[src/rtl/mips_run_ctrl.sv]
// Run controller for a MIPS core: reset hold, free run to a halt PC, single-step, abort.
// Optional cycle-budget stop is enabled by defining RUN_CTRL_TIMEOUT_EN.
module mips_run_ctrl #(
  parameter int RST_CYCLES = 2,
  parameter int CNT_W      = 16
) (
  input  logic             clk,
  input  logic             rst,
  input  logic             start,
  input  logic             step,
  input  logic             abort,
  input  logic [31:0]      halt_addr,
  input  logic [CNT_W-1:0] max_cycles,
  input  logic [31:0]      pc_current,
  output logic             cpu_rst,
  output logic             cpu_ce,
  output logic             busy,
  output logic             done,
  output logic             hit,
  output logic             timeout,
  output logic [CNT_W-1:0] cycle_cnt
);

  typedef enum logic [2:0] {S_IDLE, S_HOLD, S_RUN, S_STEP, S_STOP} state_e;

  localparam logic [3:0] HOLD_LAST = 4'(RST_CYCLES - 1);

  state_e           state_q;
  logic [3:0]       hold_q;
  logic             recheck_q;
  logic             done_q, hit_q, timeout_q;
  logic [CNT_W-1:0] cnt_q, cnt_d;
  logic             pc_match, budget_hit;

  assign pc_match = (pc_current == halt_addr);

`ifdef RUN_CTRL_TIMEOUT_EN
  assign budget_hit = (max_cycles != '0) && (cnt_q == max_cycles);
`else
  logic unused_max;
  assign unused_max = ^max_cycles;
  assign budget_hit = 1'b0;
`endif

  // Only the enable is combinational so the core freezes on the very cycle PC hits halt_addr.
  always_comb begin
    cpu_ce = 1'b0;
    case (state_q)
      S_RUN:   cpu_ce = !abort && !pc_match && !budget_hit;
      S_STEP:  cpu_ce = !abort;
      default: cpu_ce = 1'b0;
    endcase
  end

  assign cnt_d = (cpu_ce && (cnt_q != '1)) ? cnt_q + CNT_W'(1) : cnt_q;

  assign cpu_rst   = (state_q == S_IDLE) || (state_q == S_HOLD);
  assign busy      = (state_q == S_HOLD) || (state_q == S_RUN) || (state_q == S_STEP);
  assign done      = done_q;
  assign hit       = hit_q;
  assign timeout   = timeout_q;
  assign cycle_cnt = cnt_q;

  always_ff @(posedge clk or negedge rst) begin
    if (!rst) begin
      state_q   <= S_IDLE;
      hold_q    <= '0;
      recheck_q <= 1'b0;
      done_q    <= 1'b0;
      hit_q     <= 1'b0;
      timeout_q <= 1'b0;
      cnt_q     <= '0;
    end else begin
      cnt_q     <= cnt_d;
      recheck_q <= 1'b0;
      case (state_q)
        S_IDLE, S_STOP: begin
          if (abort) begin
            state_q <= S_IDLE;
          end else if (start) begin
            state_q   <= S_HOLD;
            hold_q    <= '0;
            cnt_q     <= '0;
            done_q    <= 1'b0;
            hit_q     <= 1'b0;
            timeout_q <= 1'b0;
          end else if (state_q == S_STOP && step) begin
            state_q <= S_STEP;
          end else if (state_q == S_STOP && recheck_q) begin
            // PC only settles after the stepped edge, so the match is taken a cycle later.
            hit_q <= pc_match;
          end
        end
        S_HOLD: begin
          if (abort)                   state_q <= S_IDLE;
          else if (hold_q == HOLD_LAST) state_q <= S_RUN;
          else                          hold_q  <= hold_q + 4'd1;
        end
        S_RUN: begin
          if (abort) begin
            state_q <= S_IDLE;
          end else if (pc_match) begin
            state_q   <= S_STOP;
            hit_q     <= 1'b1;
            done_q    <= 1'b1;
            timeout_q <= 1'b0;
          end else if (budget_hit) begin
            state_q   <= S_STOP;
            timeout_q <= 1'b1;
            done_q    <= 1'b1;
          end
        end
        S_STEP: begin
          if (abort) begin
            state_q <= S_IDLE;
          end else begin
            state_q   <= S_STOP;
            recheck_q <= 1'b1;
          end
        end
        default: state_q <= S_IDLE;
      endcase
    end
  end

endmodule

[config.mk]
export PLATFORM = sky130hd
export DESIGN_NAME = mips_run_ctrl
export DESIGN_NICKNAME = d
export VERILOG_FILES = /design/src/rtl/mips_run_ctrl.sv
export SDC_FILE = /design/constraint.sdc
export NUM_CORES = 1
export LEC_CHECK = 0
export BUFFER_PORTS_ARGS = -buffer_cell sky130_fd_sc_hd__buf_2
export CAP_MARGIN = 25
export CELL_PAD_IN_SITES_DETAIL_PLACEMENT = 1
export CELL_PAD_IN_SITES_GLOBAL_PLACEMENT = 2
export CORE_ASPECT_RATIO = 0.75
export CORE_MARGIN = 10
export CORE_UTILIZATION = 21
export CTS_CLUSTER_DIAMETER = 150
export DETAILED_ROUTE_END_ITERATION = 10
export PLACE_DENSITY = 0.83
export RECOVER_POWER = 50
export SYNTH_ARGS = -nofsm -noshare
export SYNTH_HDL_FRONTEND = slang
export SYNTH_SLANG_ARGS = --single-unit
[constraint.sdc]
create_clock -name clk -period 2.3 [get_ports clk]
set_input_delay 0.575 -clock clk [delete_from_list [all_inputs] [get_ports clk]]
set_output_delay 0.575 -clock clk [all_outputs]
set_load 0.02 [all_outputs]
**Word level (Yosys, flattened, before mapping)**

Index checks and enable logic that the tools add are counted.

- Add/sub/neg operators: 2
- Eq/ne operators: 18
- Multiplexer cells: 34
- Reductions and logical operators: 17

Operator list:

| cell | number |
|---|---|
| $mux W16 | 4 |
| $eq A32 B32 Y1 | 1 |
| $mux W3 | 8 |
| $add A16 B1 Y16 const B | 1 |
| $mux W4 | 4 |
| $ne A16 B16 Y1 const B | 1 |
| $mux W1 | 12 |
| $ne A2 B2 Y1 const B | 6 |
| $pmux W3 S4 | 1 |
| $reduce_and A5 Y1 | 2 |
| $ne A3 B3 Y1 const B | 3 |
| $pmux W1 S2 | 4 |
| $pmux W4 S2 | 1 |
| $eq A3 B2 Y1 const B | 2 |
| $reduce_and A6 Y1 | 1 |
| $add A4 B1 Y4 const B | 1 |
| $eq A4 B1 Y1 const B | 1 |
| $logic_and A1 B1 Y1 | 4 |
| $ne A4 B4 Y1 const B | 1 |
| $reduce_bool A2 Y1 | 2 |
| $eq A3 B1 Y1 const B | 1 |
| $eq A3 B3 Y1 const B | 1 |
| $logic_not A3 Y1 | 1 |
| $logic_or A1 B1 Y1 | 3 |
| other kinds (4) | 5 |

- Bits in registers: 27
- Input bits: 85
- Output and inout port bits: 22

**Depth between registers and ports, before layout**

Gate-level depths: netlist of run 1.

- Depth in word-level cells: 9
- Depth in mapped cells: 8
- Depth with buffers taken out: 7

**Least setup slack after synthesis of run 1**

No wires, ideal clock.

- Kind: in2out
- Start: input halt_addr[31]
- End: output cpu_ce
- Data arrival time: 1.834 ns
- Required time: 1.725 ns
- Setup slack: -0.109 ns
- Stages on the path: 6
- Path through: xor2_1 -> nor4_1 -> nand4_1 -> nor3_4 -> buf_2 -> nor2_1

- Word-level cells in the longest chain between the ends: 4

RTL lines:

| what | RTL line | text |
|---|---|---|
| from (decl) | 12 | `input logic [31:0] halt_addr,` |
| $eq A32 B32 Y1 | 35 | `assign pc_match = (pc_current == halt_addr);` |
| $logic_not A1 Y1 | 49 | `S_RUN: cpu_ce = !abort && !pc_match && !budget_hit;` |
| $logic_and A1 B1 Y1 | 49 |  |
| $pmux W1 S2 | 48 | `case (state_q)` |
| to (decl) | 16 | `output logic cpu_ce,` |

Every way passes these cells.

**Final worst setup path of run 1**

- Start: input pc_current[9]
- End: output cpu_ce

- Word-level cells in the longest chain between the ends: 4

RTL lines:

| what | RTL line | text |
|---|---|---|
| from (decl) | 14 | `input logic [31:0] pc_current,` |
| $eq A32 B32 Y1 | 35 |  |
| $logic_not A1 Y1 | 49 |  |
| $logic_and A1 B1 Y1 | 49 |  |
| $pmux W1 S2 | 48 |  |

Every way passes these cells.

==> run_results.csv, run 1 <==
group,metric,value,unit
synthesis,ys.warnings.count,0,
sta,finalHoldViolations,0,
detailed_routing,vias,1930,
sta,holdWs,0.515,ns
setup_path,critical_path.endpoint_type,"primary output",
global_route,grt_use_total,9.67,%
sta,fin_crit,2.39,ns
power,p_leak,1.19,nW
floorplan,core.rowCount,29,
global_route,antenna_found_initial,0,
global_route,grt_pass1_wl,10300,um
final_layout,drive_gt1_share,34.1,%
synthesis,yosys.area.top_type,"dfrtp_1",
clocking,cts_tree,"done",
hold_path,whs_path_depth,2,
sta,drv_slew,26,
status,violations,"capacitance limit, slew limit, setup timing",
detailed_routing,drt-total-wl,6550,um
power,power_density,593,nW/um^2
synthesis,synthDominantCellAreaShare,35.4,%
sta,worst_clock_skew,0.00196,ns
hold_path,min-delay-path-class,"flip-flop to flip-flop",
final_layout,fin_nets,389,
global_route,grt_max_degree,28,
clocking,clockRootBuffer,"clkbuf_16",
clocking,numCtsBuffers,3,
final_layout,diodes,0,
floorplan,start_util,21.6,%
synthesis,syn_inst,204,
floorplan,die_w,128,um
setup_path,arrival,1.82,ns
power,ir_drop,0.282,mV
synthesis,ys_seq_area_share,35.4,%
clocking,holdBufCountCts,0,
clocking,clk_path_buf_depth,2,
setup_path,slowest_delay,0.27,ns
clocking,h-tree-depth,1,
global_route,grt_pass1_vias,1973,
global_route,overflow,0,
setup_path,slowest_stage,"nor4_1",
place,place_hpwl,5260,um
detailed_routing,post_drt_wl_per_cell,16.1,um
setup_path,crit_chain,"buf_2 -> xor2_1 -> nor4_1 -> nand4_1 -> nor3_4 -> nor2_4 -> buf_6",
detailed_routing,drt-pass1-iter-count,4,
synthesis,synth_enable_flop_cells,0,
sta,fin_ws,-0.0947,ns
setup_path,crit_path_start_kind,"input port",
setup_path,crit_type,"input port to primary output",
synthesis,netlist_area,1840,um^2
job,cap_violations,1,
sta,worst_pin_slew,1.50,ns
detailed_routing,drt_iter0_markers,39,
final_layout,area_growth,39.8,%
synthesis,async_flop_share,100,%
floorplan,die_y,101,um
synthesis,synth_nets,292,
clocking,clk_pin_slew,0.07,ns
sta,rsz0062_at_grt,"true",
place,dpl.cell_count,403,
synthesis,yosysUniqueCellTypes,40,
clocking,numClockSinks,26,
sta,max_freq,418,MHz
detailed_routing,antenna_left,0,
clocking,worstSkewPairLatency,0.26,ns
status,status,"finished with violations",
final_layout,fillers,1019,
floorplan,ios,107,
final_layout,post-route-util,30.3,%
detailed_routing,via_per_inst,4.74,
synthesis,ys_ff_latch,26,
synthesis,ys_top_cells_by_area,"dfrtp_1, xor2_1, nor4_1, a21oi_1, nand3_1",
floorplan,coreArea,8490,um^2
sta,setup_viol,1,
sta,slew_headroom,-0.182,%
synthesis,synth_area_per_cell,9.00,um^2
setup_path,worstPathMaxFanout,2,
detailed_routing,drc,0,
setup_path,required,1.73,ns
place,port_buffers,89,
place,gp_congestion,0.718,
final_layout,fin_cells,407,
floorplan,design.die.area,12900,um^2
synthesis,synth_ff_type,"dfrtp_1",
sta,finalCritPeriodShare,104,%
setup_path,r2r_cells,8,
==> cell usage in the layout (no fill, tap or decap), drive strengths merged, types with 8 or more instances in the layout <==
| cell | netlist | layout |
|---|---|---|
| o21ai | 10 | 10 |
| or3 | 8 | 8 |
| nand3 | 11 | 11 |
| nand2 | 10 | 10 |
| nor2 | 14 | 14 |
| nor4 | 12 | 12 |
| dfrtp | 26 | 26 |
| xor2 | 34 | 34 |
| buf | 5 | 91 |
| nand4 | 8 | 8 |
| clkbuf | 3 | 12 |
| a21oi | 11 | 11 |
==> cells by family after synthesis <==
family / count (synthesis) / share of synthesized area [%]
compound gates: 36 / 12.2
xor+xnor: 34 / 16.2
fa+ha+maj: 3 / 2.04
buf+inv: 12 / 3.41
flops: 26 / 35.4
mux: 5 / 2.72
other cells: 1 / 0.204
simple gates: 87 / 27.8
==> worst max-delay path, delay by kind of cell <==
| family | cells | cell delay (ns) |
|---|---|---|
| AND/OR/NAND/NOR | 4 | 0.85 |
| XOR/XNOR | 1 | 0.15 |
| buffers and inverters | 2 | 0.23 |
==> power by group <==
| group | switching (W) | internal (W) | total (W) |
|---|---|---|---|
| logic | 0.000318 | 0.000220 | 0.000538 |
| registers | 0.0000891 | 0.000507 | 0.000596 |
| clock network | 0.000159 | 0.000231 | 0.000389 |
| total | 0.000566 | 0.000957 | 0.00152 |
==> synthesized netlist by cell type, drive strengths merged, types with 3 or more instances <==
cell / n
a21oi: 11
and3: 5
buf: 5
clkbuf: 3
dfrtp: 26
ha: 3
inv: 4
mux2i: 5
nand2: 10
nand3: 11
nand4: 8
nor2: 14
nor3: 5
nor4: 12
o21ai: 10
o31ai: 3
o41ai: 3
or3: 8
or4: 4
xor2: 34
==> stage by stage <==
| step | area, um^2 | TNS (ns) | power [W] | setup WS (ns) |
|---|---|---|---|---|
| 2_1_floorplan | 1850 | -0.0127 | 0.000907 | -0.0127 |
| 3_3_place_gp | 2450 | -2.34 | 0.00113 | -0.264 |
| 3_5_place_dp | 2450 | -2.64 | 0.00114 | -0.266 |
| 4_1_cts | 2550 | -0.122 | 0.00155 | -0.122 |
| 5_1_grt | 2570 | -0.271 | 0.00163 | -0.192 |
| 6_report | 2570 | -0.0947 | 0.00152 | -0.0947 |
==> state kept, by name (all words and copies together), names as in the netlist <==
| signal | cells |
|---|---|
| state_q | 3 |
| hold_q | 4 |
| hit | 1 |
| done | 1 |
| recheck_q | 1 |
| cycle_cnt | 16 |
==> cell type report <==
cell class	count	area, um^2	area share, %
Tap cell	108	135	5.26
Clock buffer	3	75.1	2.92
Timing Repair Buffer	100	548	21.3
Multi-Input combinational cell	166	1140	44.6
Sequential cell	26	651	25.3
Inverter	4	15.0	0.585
==> repair_timing <==
| item | in CTS | in global routing |
|---|---|---|
| endpoints found under the setup margin | 1 | 2 |
| gates resized for setup | 3 | 7 |
| pin swaps | 2 | 12 |
| buffers inserted | 1 | 0 |
==> worst paths after layout <==
path / from / to / slack [ns]
max: pc_current[9] / cpu_ce / -0.09
max reg2reg: cycle_cnt[0] / cycle_cnt[4] / 0.16
max in group asynchronous: rst / state_q[2] / 0.75
min reg2reg: done / done / 0.51
min: done / done / 0.51
min in group asynchronous: rst / cycle_cnt[14] / 0.67
==> per-layer routing <==
layer | vias to the layer above | routed length (um) | GRT usage (%)
met4 | 0 | 18 | 1.64
li1 | 944 | - | -
met1 | 933 | 2880 | 11.3
met3 | 2 | 469 | 3.36
met2 | 51 | 3190 | 16.9
met5 | - | 0 | 0
No activity file was read; power rests on OpenSTA's default activity.
==> inputs of run 2 (changes only) <==
--- a/config.mk
+++ b/config.mk
@@ -5,16 +5,17 @@
 export SDC_FILE = /design/constraint.sdc
 export NUM_CORES = 1
 export LEC_CHECK = 0
+export ABC_AREA = 1
 export BUFFER_PORTS_ARGS = -buffer_cell sky130_fd_sc_hd__buf_2
 export CAP_MARGIN = 25
 export CELL_PAD_IN_SITES_DETAIL_PLACEMENT = 1
 export CELL_PAD_IN_SITES_GLOBAL_PLACEMENT = 2
 export CORE_ASPECT_RATIO = 0.75
 export CORE_MARGIN = 10
-export CORE_UTILIZATION = 21
+export CORE_UTILIZATION = 20
 export CTS_CLUSTER_DIAMETER = 150
 export DETAILED_ROUTE_END_ITERATION = 10
-export PLACE_DENSITY = 0.83
+export PLACE_DENSITY = 0.84
 export RECOVER_POWER = 50
 export SYNTH_ARGS = -nofsm -noshare
 export SYNTH_HDL_FRONTEND = slang
==> run 2 against run 1 <==
  * Non-clock buffer count is 6 lower
  * Highest routed layer unchanged
  * Total power is 24% higher
  * Combinational power is 38% higher
  * Critical path depth is 3 higher
  * First-iteration DRC count is 150% higher
  * Routed wire length is 14% higher
  * The run ends with capacitance limit, slew limit left
  * Core utilization is 2.1 points lower
  * Final area is 13% higher
  * Sequential power is 3.9% higher
==> run_results.csv, run 2 <==
group,metric,value,unit
status,status,"finished with violations",
status,violations,"capacitance limit, slew limit",
detailed_routing,drc,0,
floorplan,die_y,109,um
synthesis,synth_ff_type,"dfrtp_1",
floorplan,core.rowCount,32,
detailed_routing,drt_iter0_markers,97,
clocking,holdBufCountCts,0,
clocking,worstSkewPairLatency,0.27,ns
power,p_seq_share,32.7,%
floorplan,coreArea,10300,um^2
clocking,postCtsSetupRepairBufs,0,
setup_path,crit_type,"input port to primary output",
floorplan,ios,107,
global_route,grt_max_degree,27,
setup_path,arrival,1.62,ns
sta,worst_clock_skew,0.00273,ns
power,p_comb_share,39.3,%
detailed_routing,vias,2358,
floorplan,design.die.area,15100,um^2
final_layout,fin_nets,512,
synthesis,synth_enable_flop_cells,0,
sta,setup_viol,0,
power,p_clk_share,27.9,%
final_layout,fin_cells,559,
final_layout,diodes,0,
sta,max_freq,456,MHz
power,report.power.total,0.00189,W
synthesis,ys_ff_latch,26,
clocking,clk_path_buf_depth,2,
job,cap_violations,1,
synthesis,ys_top_cells_by_area,"dfrtp_1, nand2_1, inv_1, xnor2_1, nor2_1",
power,p_leak,1.55,nW
detailed_routing,wl_met2,3770,um
detailed_routing,drt-pass1-iter-count,4,
sta,finalHoldViolations,0,
place,gp_congestion,0.805,
synthesis,async_flop_share,100,%
synthesis,yosysUniqueCellTypes,27,
setup_path,critPathTopFamily,"simple AND/OR/NAND/NOR gates",
detailed_routing,via_per_inst,4.22,
power,ir_drop,0.315,mV
floorplan,die_w,138,um
clocking,clk_pin_slew,0.07,ns
power,power_density,652,nW/um^2
place,port_buffers,89,
setup_path,r2r_cells,9,
synthesis,synth_area_per_cell,6.42,um^2
detailed_routing,antenna_left,0,
final_layout,layout_commonest_cell,"nand2_1",
global_route,antenna_found_initial,0,
sta,finalSetupTns,0,ns
setup_path,critPathBufInv,2,
global_route,grt_use_total,9.87,%
sta,slew_headroom,-3.33,%
place,place_hpwl,6200,um
synthesis,ys.warnings.count,0,
setup_path,worstPathMaxFanout,2,
setup_path,slowest_stage,"buf_4",
synthesis,netlist_area,2110,um^2
detailed_routing,dr_wl_met3,324,um
clocking,numCtsBuffers,3,
sta,finalCritPeriodShare,95.3,%
global_route,grt_pass1_wl,12500,um
global_route,overflow,0,
sta,worst_pin_slew,1.55,ns
floorplan,start_util,20.5,%
synthesis,yosys.area.top_type,"dfrtp_1",
final_layout,drive_gt1_share,24.8,%
sta,rsz0062_at_grt,"false",
setup_path,critPathMostFrequentCell,"nand2_1",
sta,drv_slew,27,
global_route,grt_pass1_vias,2519,
synthesis,synthDominantCellAreaShare,30.9,%
clocking,cts_tree,"done",
setup_path,slowest_delay,0.16,ns
detailed_routing,topRoutingLayerUsed,"met4",
synthesis,synth_nets,416,
hold_path,min-delay-path-class,"flip-flop to flip-flop",
detailed_routing,post_drt_wl_per_cell,13.3,um
setup_path,crit_path_start_kind,"input port",
synthesis,ys_seq_area_share,30.9,%
setup_path,critical_path.endpoint_type,"primary output",
synthesis,syn_inst,328,
clocking,clockRootBuffer,"clkbuf_16",
place,dpl.cell_count,555,
final_layout,fillers,1326,
detailed_routing,drt-total-wl,7460,um
power,swShare,39.3,%
final_layout,area_growth,37.7,%
hold_path,whs_path_depth,2,
power,p_switching,0.000744,W
detailed_routing,wl_met1,3330,um
power,power.internal,0.00115,W
setup_path,crit_chain,"buf_2 -> xnor2_2 -> nand2_1 -> nor2_2 -> nand2_2 -> nor2_4 -> nand2_1 -> nand2_1 -> nand2_2 -> buf_4",
sta,fin_crit,2.19,ns
setup_path,cp.depth,10,
clocking,h-tree-depth,1,
synthesis,synth_common_cells,"nand2_1, inv_1, nor2_1, dfrtp_1, xnor2_1",
final_layout,final_cell_mix,"nand2_1, buf_2, inv_1, nor2_1, dfrtp_1",
setup_path,required,1.73,ns
clocking,numClockSinks,26,
final_layout,largest_reg_flops,16,
synthesis,synth_most_common_cell,"nand2_1",
[run 2: cell types whose count changed after synthesis, sizes merged, moves of 7 or more]
| cell | delta |
|---|---|
| xor2 | -28 |
| or3 | -7 |
| nor4 | -12 |
| nand2 | +90 |
| xnor2 | +22 |
| inv | +56 |
| nor2 | +33 |
[run 2: cells by family (layout without fill, tap and decap cells)]
logic type / after synthesis / count (layout) / share of synthesized area [%]
adders and majority gates: 3 / 3 / 1.78
AOI/OAI and AO/OA: 31 / 31 / 8.50
buffers and inverters: 64 / 159 / 12.3
DFF: 26 / 26 / 30.9
and+or+nand+nor: 175 / 175 / 34.7
xor gates and xnor gates: 28 / 28 / 11.6
other: 1 / 1 / 0.178
[run 2: per-layer routing]
metal,vias to the layer above,track usage (%)
li1,1189,-
met1,1117,11.9
met2,48,18.2
met3,4,2.17
met4,0,1.13
met5,-,0
[run 2: tightest hold or removal path: cells and delay by family, from the launching register on]
family           cells  cell delay, ns
flip-flops           1            0.35
AO/OA/AOI/OAI        1            0.06
AND/OR/NAND/NOR      1            0.06
[run 2: layout make-up]
type | count | area (um^2) | share of cell area, %
tap | 136 | 170 | 5.87
timing repair buffer | 94 | 485 | 16.7
sequential | 26 | 651 | 22.4
clock inverter | 1 | 30.0 | 1.04
clock buffer | 3 | 75.1 | 2.59
inverter | 61 | 229 | 7.90
multi-input combinational | 238 | 1260 | 43.4
[run 2: path summary, 6_finish.rpt]
kind | start | end | slack [ns]
setup / recovery | halt_addr[19] | cpu_ce | 0.11
hold / removal | hit | hit | 0.50
setup reg to reg | cycle_cnt[0] | cycle_cnt[5] | 0.42
hold reg to reg | hit | hit | 0.50
max in group asynchronous | rst | state_q[1] | 0.72
min in group asynchronous | rst | cycle_cnt[8] | 0.67
[run 2: timing repair]
action,4_1_cts,5_1_grt
hold endpoints to repair,0,0
endpoints found under the setup margin,0,1
gates resized for setup,0,14
[run 2: through the flow]
step	setup slack [ns]	utilization, %	hold WS, ns	area [um^2]
5_1_grt	0.000294	28.2	0.548	2900
3_3_place_gp	0.0754	26.6	0.470	2740
4_1_cts	0.0261	27.7	0.359	2850
6_report	0.109	28.2	0.502	2900
3_5_place_dp	0.0390	26.6	0.484	2740
2_1_floorplan	0.415	-	0.279	2110
[run 2: power by group through the flow]
stage / clock [W] / sequential [W] / combinational (W)
floorplan: 0 / 0.000654 / 0.000415
global placement: 0 / 0.000627 / 0.000721
detailed placement: 0 / 0.000630 / 0.000745
CTS: 0.000543 / 0.000621 / 0.000749
global route: 0.000556 / 0.000637 / 0.000842
finish: 0.000528 / 0.000619 / 0.000744
